$ cat src/rtl/vote_input_ctrl.sv
// Vote front-end: synchronizes and debounces four candidate buttons, then emits one
// single-cycle vote pulse per press with lockout. Optional macro VOTE_TOTAL_EN adds a vote total.
module vote_input_ctrl #(
  parameter int unsigned DEBOUNCE_CYCLES = 16,
  parameter int unsigned LOCKOUT_CYCLES  = 64,
  parameter int unsigned CNT_W           = 16
) (
  input  logic       clk,
  input  logic       reset,
  input  logic       mode,
  input  logic       btn1,
  input  logic       btn2,
  input  logic       btn3,
  input  logic       btn4,
  output logic       can1,
  output logic       can2,
  output logic       can3,
  output logic       can4,
  output logic       busy,
  output logic       invalid
`ifdef VOTE_TOTAL_EN
  ,
  output logic [7:0] total_votes,
  output logic       total_sat
`endif
);

  typedef enum logic [2:0] {IDLE, READY, PULSE, LOCKOUT, WAIT_REL} state_t;

  localparam logic [CNT_W-1:0] DEB_LAST  = CNT_W'(DEBOUNCE_CYCLES - 1);
  localparam logic [CNT_W-1:0] LOCK_LAST = CNT_W'(LOCKOUT_CYCLES - 1);

  logic [3:0]            sync1_q, sync1_d;
  logic [3:0]            sync2_q, sync2_d;
  logic [3:0]            level_q, level_d;
  logic [3:0][CNT_W-1:0] deb_cnt_q, deb_cnt_d;
  state_t                state_q, state_d;
  logic [CNT_W-1:0]      lock_cnt_q, lock_cnt_d;
  logic [3:0]            can_q, can_d;
  logic                  busy_q, busy_d;
  logic                  invalid_q, invalid_d;
  logic [2:0]            npress;
  logic                  quiet;

  always_comb begin
    sync1_d = {btn4, btn3, btn2, btn1};
    sync2_d = sync1_q;
  end

  // Counter tracks how long the synchronized sample has disagreed with the accepted level.
  always_comb begin
    level_d   = level_q;
    deb_cnt_d = '0;
    for (int unsigned i = 0; i < 4; i++) begin
      if (sync2_q[i] != level_q[i]) begin
        if (deb_cnt_q[i] == DEB_LAST) level_d[i] = ~level_q[i];
        else                          deb_cnt_d[i] = deb_cnt_q[i] + 1'b1;
      end
    end
  end

  always_comb begin
    npress = 3'($countones(level_q));
    quiet  = (npress == 3'd0) && (sync1_q == '0) && (sync2_q == '0) && (deb_cnt_q == '0);
  end

  // In IDLE the lockout counter doubles as a one-cycle settle flag so that the reset
  // values of the synchronizers cannot be mistaken for released buttons.
  always_comb begin
    state_d    = state_q;
    lock_cnt_d = lock_cnt_q;
    can_d      = '0;
    invalid_d  = 1'b0;
    case (state_q)
      IDLE: begin
        if (!quiet) begin
          lock_cnt_d = '0;
        end else if (lock_cnt_q != '0) begin
          lock_cnt_d = '0;
          state_d    = READY;
        end else begin
          lock_cnt_d = CNT_W'(1);
        end
      end
      READY: begin
        if (npress != 3'd0) begin
          if (mode) begin
            state_d = WAIT_REL;
          end else if (npress == 3'd1) begin
            can_d   = level_q;
            state_d = PULSE;
          end else begin
            invalid_d = 1'b1;
            state_d   = WAIT_REL;
          end
        end
      end
      PULSE: begin
        lock_cnt_d = LOCK_LAST;
        state_d    = LOCKOUT;
      end
      LOCKOUT: begin
        if (lock_cnt_q == '0) state_d = WAIT_REL;
        else                  lock_cnt_d = lock_cnt_q - 1'b1;
      end
      WAIT_REL: begin
        if (npress == 3'd0) state_d = READY;
      end
      default: state_d = IDLE;
    endcase
    busy_d = (state_d != READY);
  end

`ifdef VOTE_TOTAL_EN
  logic [7:0] total_q, total_d;

  always_comb begin
    total_d = total_q;
    if ((can_d != '0) && (total_q != 8'hFF)) total_d = total_q + 8'd1;
  end

  always_ff @(posedge clk or negedge reset) begin
    if (!reset) total_q <= '0;
    else        total_q <= total_d;
  end

  assign total_votes = total_q;
  assign total_sat   = (total_q == 8'hFF);
`endif

  always_ff @(posedge clk or negedge reset) begin
    if (!reset) begin
      sync1_q    <= '0;
      sync2_q    <= '0;
      level_q    <= '0;
      deb_cnt_q  <= '0;
      state_q    <= IDLE;
      lock_cnt_q <= '0;
      can_q      <= '0;
      busy_q     <= 1'b1;
      invalid_q  <= 1'b0;
    end else begin
      sync1_q    <= sync1_d;
      sync2_q    <= sync2_d;
      level_q    <= level_d;
      deb_cnt_q  <= deb_cnt_d;
      state_q    <= state_d;
      lock_cnt_q <= lock_cnt_d;
      can_q      <= can_d;
      busy_q     <= busy_d;
      invalid_q  <= invalid_d;
    end
  end

  assign {can4, can3, can2, can1} = can_q;
  assign busy    = busy_q;
  assign invalid = invalid_q;

endmodule
$ cat config.mk
export PLATFORM = sky130hd
export DESIGN_NAME = vote_input_ctrl
export DESIGN_NICKNAME = d
export VERILOG_FILES = /design/src/rtl/vote_input_ctrl.sv
export SDC_FILE = /design/constraint.sdc
export NUM_CORES = 1
export LEC_CHECK = 0
export CAP_MARGIN = 5
export CORE_MARGIN = 2
export CORE_UTILIZATION = 62
export DETAILED_ROUTE_END_ITERATION = 16
export GPL_TIMING_DRIVEN = 0
export PLACE_DENSITY_LB_ADDON = 0.12
export SYNTH_ARGS = -nofsm -noshare
export SYNTH_HDL_FRONTEND = slang
export SYNTH_SLANG_ARGS = --single-unit
$ cat constraint.sdc
create_clock -name clk -period 2.95 [get_ports clk]
set_input_delay 0.59 -clock clk [delete_from_list [all_inputs] [get_ports clk]]
set_output_delay 0.59 -clock clk [all_outputs]
set_load 0.02 [all_outputs]
After elaboration in Yosys (flattened, before gate mapping). Index checks and enable logic that the tools add are counted.

Flip-flop bits (word level): 101. Logic and storage cells: 87.

$add $sub $neg: 8. Equal/unequal tests: 15. Multiplexer cells: 28. Bitwise gates (word level): 4. Reduce and logical (&&, ||, !) cells: 17.

Operators by type and width (number): $mux 16 (9); $add 16x1->16 const B (4); $eq 16x4->1 const B (4); $logic_not 64->1 (1); $pmux 16 s3 (1); $mux 3 (7); $logic_not 16->1 (1); $mux 4 (4); $reduce_bool 16->1 (1); $sub 16x1->16 const B (1); $pmux 3 s5 (1); $reduce_and 2->1 (5); $logic_not 4->1 (2); $eq 3x1->1 const B (2); $eq 3x2->1 const B (2); $logic_not 3->1 (2); $mux 1 (6); $reduce_bool 3->1 (2); $add 1x1->2 (2); $ne 1x1->1 (4); $not 1->1 (4); $add 2x2->3 (1); $eq 3x3->1 const B (1); $logic_and 1x1->1 (3); 2 further kinds (2).

Logic depth before layout (Yosys ltp).
Depth after elaboration: 9. Depth in mapped cells: 10. Gate-level depth less buffers: 10.

Worst setup path before layout. Ideal clock, no wire load.

Path type: register to register. Start point: reg level_q[0]. End point: reg busy_q, in the netlist busy. Setup time: 92 ps. Arrival: 2464 ps. Required time: 2858 ps. Setup slack: 394 ps. Stages on the path, launching flop included: 11. Clock period less this slack: 2556 ps. Cell sequence: dfrtp_1 -> inv_1 -> fa_1 -> inv_1 -> ha_1 -> ha_1 -> nor3_1 -> nand4_1 -> nor4_1 -> o311ai_0 -> a2bb2oi_1.

Longest elaborated chain between the ends: 9. Elaborated cells between the ends (all ways): 15. Those cells by class: add/sub: 2; eq/ne: 2; mux: 6; reduce/logical: 5.

RTL lines: start: declaration (RTL line 35) `logic [3:0] level_q, level_d;`; start signal: assignment (RTL line 145) `level_q <= level_d;`; $add 1x1->2 (implied by the code) * (RTL line 63) `npress = 3'($countones(level_q));`; $add 2x2->3 (implied by the code) * (RTL line 63); branches (longest 5 deep; another with $eq 3x1->1); $pmux 3 s5 * (RTL line 74) `case (state_q)`; $ne 3x1->1 * (RTL line 111) `busy_d = (state_d != READY);`; net busy_d (RTL line 40) `logic busy_q, busy_d;`; end signal: assignment (RTL line 150) `busy_q <= busy_d;`; end: declaration (RTL line 40).

Mark *: on every way through the listed nets, which the timed path passes. A chain may end at the register's enable or synchronous reset.

Worst setup path after layout.
Start point: reg level_q[0]. End point: reg state_q[0].

Longest elaborated chain between the ends: 8. Elaborated cells between the ends (all ways): 11. Those cells by class: add/sub: 2; mux: 4; reduce/logical: 5.

RTL lines: $add 1x1->2 (implied by the code) * (RTL line 63); $add 2x2->3 (implied by the code) * (RTL line 63); $logic_not 3->1 (RTL line 64, 107); $logic_and 1x1->1 (3 in series) (RTL line 64) `quiet = (npress == 3'd0) && (sync1_q == '0) && (sync2_q == '0) && (deb_cnt_q == '0);`; $mux 3 (RTL line 76) `if (!quiet) begin`; $pmux 3 s5 * (RTL line 74); net state_d[0] (RTL line 37) `state_t state_q, state_d;`; end signal: assignment (RTL line 147) `state_q <= state_d;`; end: declaration (RTL line 37).

Mark *: on every way through the listed nets, which the timed path passes. The rest lies on a longest branch.

==> flow_metrics.tcl <==
set metrics [dict create \
    status "complete, no violations" \
    ys_types 48 \
    whs_ns 0.1985 \
    dpl_worst_slack_ns -0.06256 \
    setup_ws_ns 0.1860 \
    cts_tree "yes" \
    skew_ns 0.005536 \
    coreArea_mm2 0.007767 \
    netlist_area_mm2 0.004981 \
    drv_slew 0 \
    gp_congestion 0.9198 \
    rr_endpoint "state_q[0]" \
    finalPower_mw 3.172 \
    synth_top_flop_cell "dfrtp_1" \
    async_flop_share 1.000 \
    synthTopCellsByCount "dfrtp_1 (100), nor2_1 (88), xor2_1 (40)" \
    crit_end "state_q[0]" \
    drt-total-wl_um 9139 \
    port_buffers 12 \
    power.density_mw_per_mm2 576.5 \
    synth_edf_count 0 \
    cts_num_sinks 101 \
    root_buffer "clkbuf_8" \
    dr.pass1.iters 4 \
    grtUsageMet1 0.3079 \
    startpoint "level_q[0]" \
    antenna_found_initial 0 \
    tightest_slew_ns 0.7586 \
    drt_iter0_markers 164 \
    clock_path_buffers 2 \
    fin_crit_ns 2.764 \
    critPathCaptureType "register" \
    grt_overflow_total 0 \
    worstPathRequired_ns 3.24 \
    r2r_start "level_q[0]" \
    insertion_delay_ns 0.36 \
    grt.busiest_layer "met2" \
    clkSlewWorstSetupHoldPaths_ns 0.09 \
    hold_viol 0 \
    grt_pass1_vias 3594 \
    worstPathArrival_ns 3.05 \
    die_w_um 93.63 \
    via_count 3668 \
    pin_count 13 \
    ys.warnings.count 0 \
    wl_per_cell_um 14.35 \
    min_path_type "input pin to async pin" \
    max_clock_freq_mhz 361.8 \
    track_usage 0.2318 \
    yosysMostFrequentCell "dfrtp_1" \
    peakVddDrop_mv 0.4638 \
    drc 0 \
    die_y_um 93.63 \
    yosysTopAreaCell "dfrtp_1" \
    reg2reg_slack_ns 0.19 \
    r2r_cells 10 \
    num_rows 32 \
    finalSetupViolations 0 \
    p_leak_nw 2.449 \
    grt_use_met3 0.05802 \
    postRouteAntennaNets 0 \
    start_util 0.6413 \
    grt_use_met2 0.3849 \
    ys_seq_elements 101 \
    layout-area-overhead-vs-synth_pct 10.47 \
    synth_area_leaders "dfrtp_1 (50%), xor2_1 (7.0%), nor2_1 (6.6%), xnor2_1 (4.0%), nand3_1 (3.3%)" \
    avgSynthCellArea_um2 9.844 \
    avgViaCountPerCell 5.758 \
    crit_type "register to register" \
    dpl.hpwl_um 6519 \
    path_max_fanout 4 \
    grt_pass1_wl_um 16190 \
    grt_max_degree 61 \
    synth_top_area_share 0.5024 \
    insertedDiodeCount 0 \
    dieArea_mm2 0.008767 \
    synthCells 506 \
    max_cap_viol_count 0 \
    min_period_over_period 0.9369 \
    synth_nets 526 \
    nFillCells 581 \
    seq_area_frac_synth 0.5077 \
    drive_gt1_frac 0.07664 \
    nNetsFinal 550 \
    worst_setup_path_start_kind "register" \
    h-tree-depth 3 \
    rsz0062_at_grt "false" \
    cts_buffers 9 \
    slew_headroom 0.4896 \
]
-- repair_timing --
action	4_1_cts	5_1_grt
resized for setup	1	2
buffers inserted	0	0
hold buffers	0	0
setup endpoints to repair	2	3
endpoints found under the hold margin	0	0
-- metal layers --
metal | up-vias | wire length [um]
li1 | 1805 | -
met1 | 1797 | 4298
met2 | 57 | 4375
met3 | 9 | 372
met4 | 0 | 93
met5 | - | 0
-- flip-flops by register name (all words and copies together) (netlist names) --
name        cells
state_q         3
invalid         1
deb_cnt_q      64
sync1_q         4
lock_cnt_q     16
level_q         4
busy            1
can_q           4
sync2_q         4
-- cells in the final DEF (no fill, tap or decap), types with 2 or more instances in the layout --
cell             synthesis  layout
dfrtp_1                100     100
nor2_1                  88      88
xor2_1                  40      40
nand2_1                 39      39
nand3_1                 33      33
xnor2_1                 23      23
inv_1                   22      22
nor4_1                  19      18
nand4_1                 16      16
nor3_1                  15      14
ha_1                    12      12
and3_1                  11      11
clkdlybuf4s50_1          0      11
clkbuf_8                 0      10
clkbuf_1                 9       9
or2_2                    8       8
a21oi_1                  7       7
nor4b_1                  5       5
nand2b_1                 4       4
and2_1                   4       4
mux2_2                   4       4
a31oi_1                  4       4
or3_1                    3       3
o311ai_0                 3       3
o21ai_0                  3       3
buf_2                    2       2
or4_4                    2       2
a2bb2oi_1                2       2
o31ai_1                  2       2
or4_1                    2       2
a221o_1                  2       2
mux2i_1                  2       2
o211ai_1                 2       2
o22a_1                   2       2
bufinv_16                0       2
-- kinds of logic (layout without fill, tap and decap cells) --
logic type | count (synthesis) | count (layout) | synth area share
compound gates | 35 | 35 | 0.05501
xor+xnor | 63 | 63 | 0.1108
fa+ha+maj | 13 | 13 | 0.03416
buf+inv | 33 | 62 | 0.02537
flops | 101 | 101 | 0.5077
mux | 6 | 6 | 0.01306
simple gates | 255 | 255 | 0.2540
-- worst max-delay path, cell delays in order (launching register included) --
cell	delay (ns)
dfrtp_1	0.41
inv_1	0.08
fa_1	0.53
inv_1	0.04
ha_1	0.17
ha_1	0.34
nor3_4	0.24
nand4_1	0.12
nor4_2	0.32
o311ai_0	0.25
a21oi_1	0.19
-- area by class of cell --
type	count	area [um^2]	share of cell area
Buffer	11	43.79	0.007958
Clock buffer	10	137.6	0.02501
Clock inverter	6	93.84	0.01705
Inverter	22	82.58	0.01501
Multi-Input combinational cell	372	2344	0.4259
Sequential cell	101	2529	0.4595
Tap cell	102	127.6	0.02319
Timing Repair Buffer	13	145.1	0.02638
-- how the worst min path moves through the flow --
stage / start / endpoint / slack [ns] / depth (start not counted)
2_1_floorplan: reset / can_q[0] / 0.29 / 0
3_3_place_gp: sync1_q[3] / sync2_q[3] / 0.36 / 0
3_5_place_dp: sync1_q[3] / sync2_q[3] / 0.37 / 0
4_1_cts: reset / deb_cnt_q[44] / 0.21 / 1
5_1_grt: reset / deb_cnt_q[44] / 0.22 / 1
6_report: reset / deb_cnt_q[44] / 0.20 / 1
-- stage by stage --
stage          TNS (ns)  area (um^2)    util  instances
6_report              0         5503  0.7084        637
5_1_grt               0         5503  0.7084        637
4_1_cts               0         5492  0.7070        637
3_5_place_dp    -0.1149         5254  0.6764        621
3_3_place_gp    -234.05         5229  0.6732        620
2_1_floorplan         0         4981       -        506
-- report_power, final --
group	internal, mW	total [mW]	switching [mW]
logic	0.252	0.677	0.424
clock network	0.510	0.989	0.479
registers	1.44	1.51	0.0624
total	2.21	3.17	0.966
Note: power is estimated with default switching activity, not from simulation.
